<file path="src/rtl/atk16_pkg.sv">
`default_nettype none
// +----------------------------------------------------------------------+
// | atk16_pkg                                                            |
// | Shared atk16 types: memory-arbiter FSM states and requester IDs,     |
// | plus a small helper that returns the opposite requester.             |
// | Rev 1.0 - initial release                                            |
// +----------------------------------------------------------------------+
package atk16_pkg;

  typedef enum logic [1:0] {
    IDLE  = 2'd0,
    ISSUE = 2'd1,
    RESP  = 2'd2,
    ACK   = 2'd3
  } arb_state_t;

  typedef enum logic {
    REQ_CPU = 1'b0,
    REQ_VID = 1'b1
  } req_id_t;

  // The requester that is not 'id'; the round-robin pick on a tie.
  function automatic req_id_t other_req(input req_id_t id);
    if (id == REQ_CPU) return REQ_VID;
    return REQ_CPU;
  endfunction

endpackage
`default_nettype wire

</file>
<file path="src/rtl/mem_arbiter.sv">
`default_nettype none
// +----------------------------------------------------------------------+
// | mem_arbiter                                                          |
// | Two-requester (CPU read/write, video read-only) round-robin arbiter  |
// | in front of one external synchronous BRAM port. Each access takes    |
// | IDLE/ACK -> ISSUE -> RESP -> ACK; ack is a one-cycle pulse.          |
// |                                                                      |
// | Ports                                                                |
// |   clk, rst (async, active-low)                                       |
// |   cpu_req/cpu_we/cpu_addr/cpu_wdata -> cpu_ack/cpu_rdata             |
// |   vid_req/vid_addr                  -> vid_ack/vid_rdata             |
// |   mem_addr/mem_we/mem_wdata (registered BRAM drive), mem_rdata       |
// |   busy : high whenever the FSM is not in IDLE                        |
// | Rev 1.0 - initial release                                            |
// +----------------------------------------------------------------------+
module mem_arbiter
  import atk16_pkg::*;
#(
  parameter int ADDR_W = 16,
  parameter int DATA_W = 16
) (
  input  logic              clk,
  input  logic              rst,
  input  logic              cpu_req,
  input  logic              cpu_we,
  input  logic [ADDR_W-1:0] cpu_addr,
  input  logic [DATA_W-1:0] cpu_wdata,
  output logic              cpu_ack,
  output logic [DATA_W-1:0] cpu_rdata,
  input  logic              vid_req,
  input  logic [ADDR_W-1:0] vid_addr,
  output logic              vid_ack,
  output logic [DATA_W-1:0] vid_rdata,
  output logic [ADDR_W-1:0] mem_addr,
  output logic              mem_we,
  output logic [DATA_W-1:0] mem_wdata,
  input  logic [DATA_W-1:0] mem_rdata,
  output logic              busy
);

  arb_state_t r_state;
  arb_state_t w_state_nxt;
  req_id_t    r_last_grant;   // also identifies the owner of the running access
  req_id_t    w_grant_id;
  logic       w_grant;
  logic       w_other_req;
  logic       r_is_write;

  // Next state and grant decision
  always_comb begin
    w_state_nxt = r_state;
    w_grant     = 1'b0;
    w_grant_id  = REQ_CPU;
    w_other_req = (r_last_grant == REQ_CPU) ? vid_req : cpu_req;
    case (r_state)
      IDLE: begin
        if (cpu_req && vid_req) begin
          w_grant     = 1'b1;
          w_grant_id  = other_req(r_last_grant);
          w_state_nxt = ISSUE;
        end else if (cpu_req) begin
          w_grant     = 1'b1;
          w_grant_id  = REQ_CPU;
          w_state_nxt = ISSUE;
        end else if (vid_req) begin
          w_grant     = 1'b1;
          w_grant_id  = REQ_VID;
          w_state_nxt = ISSUE;
        end
      end
      ISSUE: w_state_nxt = RESP;
      RESP:  w_state_nxt = ACK;
      ACK: begin
        // The requester just served is ignored here, so a continuously
        // asserted pair alternates strictly.
        if (w_other_req) begin
          w_grant     = 1'b1;
          w_grant_id  = other_req(r_last_grant);
          w_state_nxt = ISSUE;
        end else begin
          w_state_nxt = IDLE;
        end
      end
      default: w_state_nxt = IDLE;
    endcase
  end

  // State register; last_grant resets to VID so the CPU wins the first tie
  always_ff @(posedge clk or negedge rst) begin
    if (!rst) begin
      r_state      <= IDLE;
      r_last_grant <= REQ_VID;
    end else begin
      r_state <= w_state_nxt;
      if (w_grant) r_last_grant <= w_grant_id;
    end
  end

  // BRAM drive and read-data capture
  always_ff @(posedge clk or negedge rst) begin
    if (!rst) begin
      mem_addr   <= '0;
      mem_wdata  <= '0;
      mem_we     <= 1'b0;
      r_is_write <= 1'b0;
      cpu_rdata  <= '0;
      vid_rdata  <= '0;
    end else begin
      // mem_we is raised only by a CPU-write grant, so it is high in ISSUE only
      mem_we <= 1'b0;
      if (w_grant) begin
        if (w_grant_id == REQ_CPU) begin
          mem_addr   <= cpu_addr;
          mem_wdata  <= cpu_wdata;
          mem_we     <= cpu_we;
          r_is_write <= cpu_we;
        end else begin
          mem_addr   <= vid_addr;
          r_is_write <= 1'b0;
        end
      end
      // BRAM captured the address on ISSUE->RESP; its data is valid in RESP
      if ((r_state == RESP) && !r_is_write) begin
        if (r_last_grant == REQ_CPU) cpu_rdata <= mem_rdata;
        else                         vid_rdata <= mem_rdata;
      end
    end
  end

  assign busy    = (r_state != IDLE);
  assign cpu_ack = (r_state == ACK) && (r_last_grant == REQ_CPU);
  assign vid_ack = (r_state == ACK) && (r_last_grant == REQ_VID);

endmodule
`default_nettype wire

</file>
<file path="config.mk">
export PLATFORM = sky130hd
export DESIGN_NAME = mem_arbiter
export DESIGN_NICKNAME = d
export VERILOG_FILES = /design/src/rtl/atk16_pkg.sv /design/src/rtl/mem_arbiter.sv
export SDC_FILE = /design/constraint.sdc
export NUM_CORES = 1
export LEC_CHECK = 0
export BUFFER_PORTS_ARGS = -buffer_cell sky130_fd_sc_hd__buf_2
export CORE_UTILIZATION = 40
export DETAILED_ROUTE_END_ITERATION = 8
export PLACE_DENSITY = 0.7
export SETUP_SLACK_MARGIN = 0.1
export SYNTH_ARGS = -nofsm -noshare
export SYNTH_HDL_FRONTEND = slang
export SYNTH_SLANG_ARGS = --single-unit
</file>
<file path="constraint.sdc">
create_clock -name clk -period 2.55 [get_ports clk]
set_input_delay 0.51 -clock clk [delete_from_list [all_inputs] [get_ports clk]]
set_output_delay 0.51 -clock clk [all_outputs]
set_load 0.02 [all_outputs]
</file>
* Yosys cells after proc, flatten, opt, wreduce, memory -nomap -nowiden
Index checks and enable logic that the tools add are counted.
** Storage, ports and cells
- Bits in registers :: 69
- Latch bits :: 0
- RAM bits :: 0
- ROM bits :: 0
- Bits of input ports :: 69
- Output and inout port bits :: 68
- Logic and storage cells :: 50
- Memories :: 0
** Cells by class
- Add/sub/neg operators :: 0
- Multiply operators :: 0
- Divide/modulo/power cells :: 0
- Order comparisons :: 0
- Eq/ne operators :: 4
- Shifts and indexed selects :: 0
- Multiplexer cells :: 26
- Bitwise logic cells :: 2
- Reduce and logical (&&, ||, !) cells :: 10
** Operators with widths (count)
- $mux 1 :: 19
- $mux 16 :: 1
- $pmux 2 s4 :: 1
- $mux 2 :: 3
- $reduce_and 2->1 :: 3
- $eq 2x2->1 const B :: 2
- $logic_and 1x1->1 :: 4
- $ne 4x4->1 const B :: 1
- $pmux 1 s2 :: 2
- $eq 2x1->1 const B :: 1
- $logic_not 2->1 :: 1
- $not 1->1 :: 2
- $reduce_bool 2->1 :: 1
- $logic_not 1->1 :: 1

* Longest topological paths before layout
Gate-level depths: netlist of run 1.
- Word-level depth :: 8
- Gate-level depth with buffers :: 7
- Depth with buffers taken out :: 6

* Least setup slack after synthesis of run 1
OpenSTA, ideal clock, no wires.
- Path kind :: flip-flop to flip-flop
- From :: reg r_state[0]
- To :: reg mem_wdata[11]
- Library setup time :: 0.125 ns
- Arrival time :: 1.615 ns
- Required time :: 2.425 ns
- Setup slack :: 0.811 ns
- Cell stages (with the launch flop) :: 7
- Buffers on the path :: 1
- Clock period less this slack :: 1.739 ns
- Cells stage by stage :: dfrtp_1 > inv_1 > ha_1 > nand2b_1 > a21oi_4 > buf_6 > mux2_2
** Between the ends
- Word-level cells in the longest chain between the ends :: 4
- Elaborated cells on any way between the ends :: 6
- Those cells by class :: eq/ne (1); mux (2); bitwise (1); reduce/logical (2)
** RTL lines
- start: declaration :: RTL line mem_arbiter.sv:41 : arb_state_t r_state;
- start signal: assignment :: RTL line mem_arbiter.sv:94 : r_state <= w_state_nxt;
- $eq 2x2->1 / $logic_not 2->1 (equally long branches) :: RTL line mem_arbiter.sv:55 : case (r_state)
- $pmux 1 s2 :: RTL line mem_arbiter.sv:55
- $not 1->1 (no source line)
- $reduce_and 2->1 (no source line) (*)
- end signal: assignment :: RTL line mem_arbiter.sv:114 : mem_wdata <= cpu_wdata;
- end: declaration :: RTL line mem_arbiter.sv:36 : output logic [DATA_W-1:0] mem_wdata,
Every way passes the cells marked *; elsewhere a longest branch is shown, timed or not.
A chain may end at the register's enable or synchronous reset.

* Worst setup path after layout of run 1
- From :: reg r_state[0]
- To :: reg mem_wdata[0]
Same word-level chain as after synthesis.

==> out/results.txt, run 1 <==
Run status: finished clean
Post-CTS sizing: 0
DRC viols: 0
Xor/xnor share of the synthesized area: 0
Hold Crit Class: input port to async pin
Wire per inst: 13.20 um
Crit path max fanout: 25
RSZ-0062 raised after global routing: false
Sequential area share after synthesis: 0.5953
Synth async-reset ratio: 1.000
FF-to-FF setup slack: 0.49 ns
Vias/cell: 4.639
Initial Util: 0.4203
Final hold violations: 0
Num CTS Buffers: 9
Placer Congestion: 0.7736
Startpoint type of the worst setup path: register
Grt total ovfl: 0
Hold Slack: 0.1581 ns
Pwr Density: 1411 nW/um2
Synthesized area: 2903 um2
# diodes: 0
Compound-Gate Fraction of Synth Area: 0.1220
P&R area growth vs syn: 32.41%
Setup CP Type: register to register
Synth Register Bits: 69
Reg-to-reg startpoint: r_state[0]
Die Area: 7601 um2
Worst slew pin tran: 0.7253 ns
Worst EP arrival: 2.28 ns
Area share of and/or/nand/nor cells after synthesis: 0.03233
CP Cell Sequence: inv_1 -> ha_1 -> nand2b_1 -> a21oi_4 -> buf_12 -> mux2_2
Clock buffer depth: 2
Core area: 6907 um2
Peak VDD IR: 0.5209 mV
Max H-tree Level: 3
Synth Flop Type: dfrtp_1
Clk root buf: clkbuf_8
Mapped Avg Cell Area: 15.28 um2
Rel. slew slack: 0.5165
Row cnt: 30
Dpl hpwl: 4.279 mm
TritonCTS clock tree: done
Lkg Pwr: 1.982 nW
Hold_buf cts: 0
First-pass GRT wire length: 8.597 mm
Layout cells sized above 1: 0.6310
Setup Skew: 0.007103 ns
Setup bufs post-CTS: 0
# IOs: 137
Nets: 404
Max Slew Vio Count: 0
Largest net degree at the start of global routing: 47
Post-Synth Adder-Cell Area: 0.01724
Worst EP required: 2.77 ns
RR Endpoint: mem_wdata[0]
Fillers: 623
Vias in the first global route: 1,898
Commonest non-fill, non-tap cell in the layout: buf_2
Syn_nets: 263
Finish-stage setup viols: 0
Post-synth cell types: 28
Nature of the critical path endpoint: register
Port Buf Inserts: 136
Worst r2r path cells: 6
CTS sink count: 69
Drt initial violations: 32
Vias: 2,004
Clock Latency Late Sink: 0.33 ns
CTS clock-pin slew for the worst setup and hold paths: 0.07 ns
Most frequent cells in the layout: 136 x buf_2, 68 x dfrtp_1, 41 x mux2_2, 16 x a22o_1, 11 x a21o_1
Chip Width: 87.19 um
Final period util: 0.8097
First-pass iteration count of the detailed router: 4
Slowest stage delay, CP: 0.39 ns
Main combinational cell family by area after synthesis: multiplexers
Max-cap violations: 0
Count of flip-flops with a built-in enable after synthesis: 0
Fmax: 484.3 MHz
Fin util: 0.5565
Crit-path slowest cell: dfrtp_1
Antenna violations before repair: 0
Mux share of post-synthesis cell area: 0.1940
Tmin final: 2.065 ns
Setup TNS: 0 ns
GRT Total Usage: 0.1516
Yosys Warn Count: 0
WL final: 5.701 mm
Die Height: 87.19 um
Syn Inst Count: 190
Post-DRT Antenna Nets: 0
[power by group]
part           leakage (nW)  total, mW  switching (mW)  internal (mW)
clock network        0.0923      0.842           0.392          0.450
registers             0.827       1.94           0.282           1.66
logic                  1.06       2.64            1.46           1.18
total                  1.98       5.42            2.13           3.29
[critical path: cells and delay by family, from the launching register on]
kind                       cells  cell delay [ns]
DFF                            1             0.39
buffers and inverters          2             0.36
AOI/OAI and AO/OA              1             0.36
muxes                          1             0.35
adders and majority gates      1             0.34
and+or+nand+nor                1             0.14
[layout make-up]
cell class | count | area [um2] | area share
sequential | 69 | 1728 | 0.4495
inverter | 4 | 15.01 | 0.003906
clock inverter | 6 | 63.81 | 0.01660
timing repair buffer | 139 | 728.2 | 0.1895
multi-input combinational | 108 | 1061 | 0.2760
clock buffer | 10 | 127.6 | 0.03320
tap | 96 | 120.1 | 0.03125
[flip-flops by register name (all words and copies together), names as in the netlist]
signal,count
r_last_grant,1
r_is_write,1
vid_rdata,16
mem_addr,16
mem_we,1
r_state,2
mem_wdata,16
cpu_rdata,16
[cell usage after synthesis, types with 2 or more instances]
cell type	number	area, um2
a21o_2	6	52.55
a21oi_2	2	17.52
inv_1	4	15.01
dfrtp_1	68	1702
mux2_2	41	461.7
buf_6	7	78.83
ha_1	4	50.05
a22o_1	16	140.1
mux2_1	9	101.4
a21o_1	11	82.58
nand2b_1	4	25.02
nor2_1	2	7.510
[logic make-up after synthesis]
logic type,count (synthesis)
mux,50
buf+inv,13
compound gates,42
simple gates,12
flops,69
fa+ha+maj,4
[layer usage]
layer,routed length [um],vias to the layer above,track usage
li1,-,971,-
met1,2356,925,0.1610
met2,2685,96,0.2649
met3,533,12,0.04929
met4,125,0,0.08644
met5,0,-,0
[stage by stage]
step	power [mW]	instance area (um2)	setup slack (ns)	instances
6_report	5.424	3844	0.4854	432
5_1_grt	5.788	3844	0.2905	432
4_1_cts	5.513	3844	0.4774	432
3_5_place_dp	4.654	3652	0.4872	416
3_3_place_gp	4.577	3652	0.5777	416
2_1_floorplan	3.889	2903	0.8107	190
[worst max path at each step]
stage                          endpoint  slack (ns)  depth (start not counted)       start
final                      mem_wdata[0]        0.49                          6  r_state[0]
after global routing        mem_addr[8]        0.29                          6  r_state[0]
after CTS                  mem_wdata[5]        0.48                          6  r_state[0]
after detailed placement   mem_wdata[5]        0.49                          6  r_state[0]
after global placement     mem_wdata[1]        0.58                          6  r_state[0]
after floorplan           mem_wdata[11]        0.81                          6  r_state[0]
(Power assumes the default switching activity.)
==> run 2: changes to the inputs <==
==> constraint.sdc (replaced) <==
create_clock -name clk -period 2.15 [get_ports clk]
set_input_delay 0.43 -clock clk [delete_from_list [all_inputs] [get_ports clk]]
set_output_delay 0.43 -clock clk [all_outputs]
set_load 0.02 [all_outputs]
==> out/results.txt, run 2 (synthesized netlist as in run 1, its figures left out) <==
Placed cell areas: 3660 um2
Fmax: 536.0 MHz
Run status: finished clean
Vias in the first global route: 1,981
Chip Width: 87.19 um
Row cnt: 30
First-pass GRT wire length: 9.149 mm
Pwr Density: 1685 nW/um2
Clk root buf: clkbuf_8
Multi-input logic area: 1069 um2
P&R area growth vs syn: 33.45%
Final period util: 0.8677
Post-route design area: 3874 um2
Nature of the critical path endpoint: register
Crit path max-delay family: compound AO/OA/AOI/OAI gates
Commonest non-fill, non-tap cell in the layout: buf_2
Worst EP required: 2.37 ns
DRC viols: 0
Vias/cell: 4.700
Reg-to-reg startpoint: r_state[1]
Peak VDD IR: 0.5080 mV
Drt initial violations: 47
Max Slew Vio Count: 0
Vias: 2,035
Finish-stage setup viols: 0
RSZ-0062 raised after global routing: false
Storage cell area: 1728 um2
Largest net degree at the start of global routing: 70
Worst EP arrival: 2.09 ns
CTS sink count: 69
Nets: 405
Slowest stage delay, CP: 0.46 ns
Setup TNS: 0 ns
Lkg Pwr: 1.994 nW
Startpoint type of the worst setup path: register
TritonCTS clock tree: done
Core area: 6907 um2
Crit-path slowest cell: o22a_1
Worst r2r path cells: 5
Die Area: 7601 um2
Antenna violations before repair: 0
Port Buf Inserts: 136
Max H-tree Level: 3
Tmin final: 1.866 ns
Hold_buf cts: 0
First-pass iteration count of the detailed router: 4
# IOs: 137
Grt total ovfl: 0
CP Cell Sequence: inv_1 -> ha_1 -> nand2b_1 -> o22a_1 -> a21o_2
GRT Total Usage: 0.1571
Dpl hpwl: 4.167 mm
Num CTS Buffers: 9
FF-to-FF setup slack: 0.28 ns
Bufs and invs on worst path: 1
Initial Util: 0.4203
Wire per inst: 13.27 um
Rel. slew slack: 0.5723
Hold Crit Class: input port to async pin
Placer Congestion: 0.7707
Most frequent cells in the layout: 136 x buf_2, 68 x dfrtp_1, 41 x mux2_2, 16 x a22o_1, 11 x a21o_1
Crit path max fanout: 18
Final hold violations: 0
Fillers: 638
Max-cap violations: 0
Layout cells sized above 1: 0.6350
WL final: 5.747 mm
Die Height: 87.19 um
CTS clock-pin slew for the worst setup and hold paths: 0.08 ns
Clock Latency Late Sink: 0.34 ns
Clock buffer depth: 2
# diodes: 0
Setup Skew: 0.01074 ns
Beginning of the critical path: r_state[1]
CP Depth: 5
Post-DRT Antenna Nets: 0
Setup CP Type: register to register
Worst slew pin tran: 0.6415 ns
run 2: cell types whose count changed in the layout (fill, tap and decap cells not counted):
cell,delta
clkinv_2,-2
inv_6,+2
a21oi_2,-1
a21oi_4,+1
buf_4,+1
clkbuf_1,-1
inv_8,+1
run 2: layout make-up:
class / count / area share
clock inverter: 7 / 0.02132
sequential: 69 / 0.4461
multi-input combinational: 108 / 0.2758
timing repair buffer: 140 / 0.1899
clock buffer: 9 / 0.03198
tap: 96 / 0.03101
inverter: 4 / 0.003876
run 2: final timing paths:
kind,to
worst max-delay path,mem_addr[15]
worst min-delay path,mem_wdata[14]
worst max register to register,mem_addr[15]
worst min register to register,mem_addr[13]
max in group asynchronous,r_last_grant
min in group clk,mem_wdata[13]
run 2: stage by stage:
| step | util | setup slack, ns | std cells | power [mW] | hold slack (ns) |
|---|---|---|---|---|---|
| floorplan | - | 0.4107 | 190 | 4.612 | 0.1344 |
| global placement | 0.5299 | 0.2455 | 417 | 5.432 | 0.4569 |
| detailed placement | 0.5299 | 0.1971 | 417 | 5.529 | 0.4599 |
| CTS | 0.5598 | 0.1785 | 433 | 6.622 | 0.1147 |
| global route | 0.5609 | 0.1345 | 433 | 6.972 | 0.1316 |
| finish | 0.5609 | 0.2845 | 433 | 6.528 | 0.1018 |
run 2: metal layers:
layer	wire, um	GRT usage
met1	2449	0.1904
met2	2744	0.2613
met3	480	0.04360
met4	73	0.07154
met5	0	0
run 2: report_power, final:
part / switching, mW / internal, mW / total (mW)
sequential: 0.337 / 1.97 / 2.31
clock: 0.517 / 0.553 / 1.07
combinational: 1.74 / 1.41 / 3.15
total: 2.59 / 3.94 / 6.53
run 2: repair_timing:
action,in CTS,in global routing
endpoints found under the setup margin,0,16
buffers inserted,0,0
resized for setup,0,1
==> run 3: changes to the inputs <==
--- a/config.mk
+++ b/config.mk
@@ -6,6 +6,7 @@
 export NUM_CORES = 1
 export LEC_CHECK = 0
 export BUFFER_PORTS_ARGS = -buffer_cell sky130_fd_sc_hd__buf_2
+export CORE_ASPECT_RATIO = 1.75
 export CORE_UTILIZATION = 40
 export DETAILED_ROUTE_END_ITERATION = 8
 export PLACE_DENSITY = 0.7
==> out/results.txt, run 3 (synthesized netlist as in run 1, its figures left out) <==
Finish-stage setup viols: 0
Max-cap violations: 0
Lkg Pwr: 2.049 nW
Vias/cell: 4.938
Clock Latency Late Sink: 0.33 ns
Post-route design area: 3956 um2
Setup CP Type: register to register
Commonest non-fill, non-tap cell in the layout: buf_2
TritonCTS clock tree: done
Slowest stage delay, CP: 0.45 ns
Max Slew Vio Count: 0
Row cnt: 40
Fmax: 534.9 MHz
RSZ-0062 raised after global routing: false
Pwr Density: 1760 nW/um2
Core area: 6957 um2
Dpl hpwl: 4.358 mm
Vias in the first global route: 2,128
First-pass GRT wire length: 9.777 mm
CTS clock-pin slew for the worst setup and hold paths: 0.05 ns
CP Cell Sequence: inv_1 -> ha_1 -> nand2b_1 -> o22a_1 -> a21o_2
Nature of the critical path endpoint: register
Hold Crit Class: input port to async pin
# IOs: 137
Die Height: 114.7 um
P&R area growth vs syn: 36.29%
Setup Skew: 0.004844 ns
Die Area: 7615 um2
Vias: 2,074
Rel. slew slack: 0.5815
Port Buf Inserts: 136
Most frequent cells in the layout: 136 x buf_2, 68 x dfrtp_1, 41 x mux2_2, 16 x a22o_1, 11 x a21o_1
Wire per inst: 14.31 um
Worst EP required: 2.37 ns
Post-DRT Antenna Nets: 0
Tmin final: 1.870 ns
Worst EP arrival: 2.09 ns
Largest net degree at the start of global routing: 70
Crit path max fanout: 18
Peak VDD IR: 0.8831 mV
GRT Total Usage: 0.1781
DRC viols: 0
Num CTS Buffers: 9
# diodes: 0
Clk root buf: clkbuf_16
Final hold violations: 0
Startpoint type of the worst setup path: register
First-pass iteration count of the detailed router: 4
Antenna violations before repair: 0
Final Total Pwr: 6.962 mW
Setup TNS: 0 ns
Grt total ovfl: 0
Non-filler cells, final: 420
Layout cells sized above 1: 0.6339
Fillers: 594
Drt initial violations: 80
Fin util: 0.5687
Post-placement cell count: 404
Chip Width: 66.40 um
Final period util: 0.8695
Clock buffer depth: 2
Worst slew pin tran: 0.6278 ns
Run status: finished clean
Initial Util: 0.4173
WL final: 6.012 mm
Nets: 404
Placer Congestion: 0.7390
CTS sink count: 69
Placed cell areas: 3637 um2
Crit-path slowest cell: o22a_1
Max H-tree Level: 3
[run 3: worst max-delay path, delay by kind of cell (launching register included)]
family | cells | cell delay [ns]
AOI/OAI and AO/OA | 2 | 0.75
adders and majority gates | 1 | 0.27
buffers and inverters | 1 | 0.14
DFF | 1 | 0.39
and+or+nand+nor | 1 | 0.20
[run 3: layer usage]
| layer | track usage | part of all wire | vias to the layer above |
|---|---|---|---|
| met2 | 0.3007 | 0.55 | 96 |
| met5 | 0 | 0 | - |
| li1 | - | - | 970 |
| met4 | 0.1021 | 0.026 | 0 |
| met3 | 0.06873 | 0.062 | 12 |
| met1 | 0.1830 | 0.36 | 996 |
[run 3: final timing paths]
path	from	endpoint	slack [ns]	cells after the start
max in group asynchronous	rst	r_last_grant	1.73	2
min reg2reg	mem_wdata[9]	mem_wdata[9]	0.48	1
max reg2reg	r_state[0]	mem_addr[2]	0.28	5
max	r_state[0]	mem_addr[2]	0.28	5
min in group clk	cpu_wdata[13]	mem_wdata[13]	0.31	2
min	rst	r_state[1]	0.1	2
[run 3: per-stage QoR]
stage / worst slack (ns) / hold slack [ns]
detailed placement: 0.1349 / 0.4603
floorplan: 0.4107 / 0.1344
global route: 0.1129 / 0.1167
CTS: 0.1203 / 0.1225
finish: 0.2805 / 0.09799
global placement: 0.1887 / 0.4560
[run 3: final cells by class]
type,instances,area [um2],area share
multi-input combinational,108,1069,0.2701
tap,84,105.1,0.02657
timing repair buffer,139,728.2,0.1841
clock buffer,12,266.5,0.06736
inverter,4,15.01,0.003795
clock inverter,4,45.04,0.01139
sequential,69,1728,0.4368
[run 3: where the power goes]
| part | internal (mW) | switching, mW | total, mW |
|---|---|---|---|
| Clock | 0.985 | 0.522 | 1.51 |
| Combinational | 1.40 | 1.74 | 3.14 |
| Sequential | 1.98 | 0.334 | 2.31 |
| Total | 4.36 | 2.60 | 6.96 |
[run 3: repair_timing]
| action | CTS | global route |
|---|---|---|
| resized for setup | 0 | 1 |
| setup buffers | 0 | 0 |
| hold endpoints to repair | 0 | 0 |
| setup endpoints to repair | 0 | 16 |
| hold buffers | 0 | 0 |
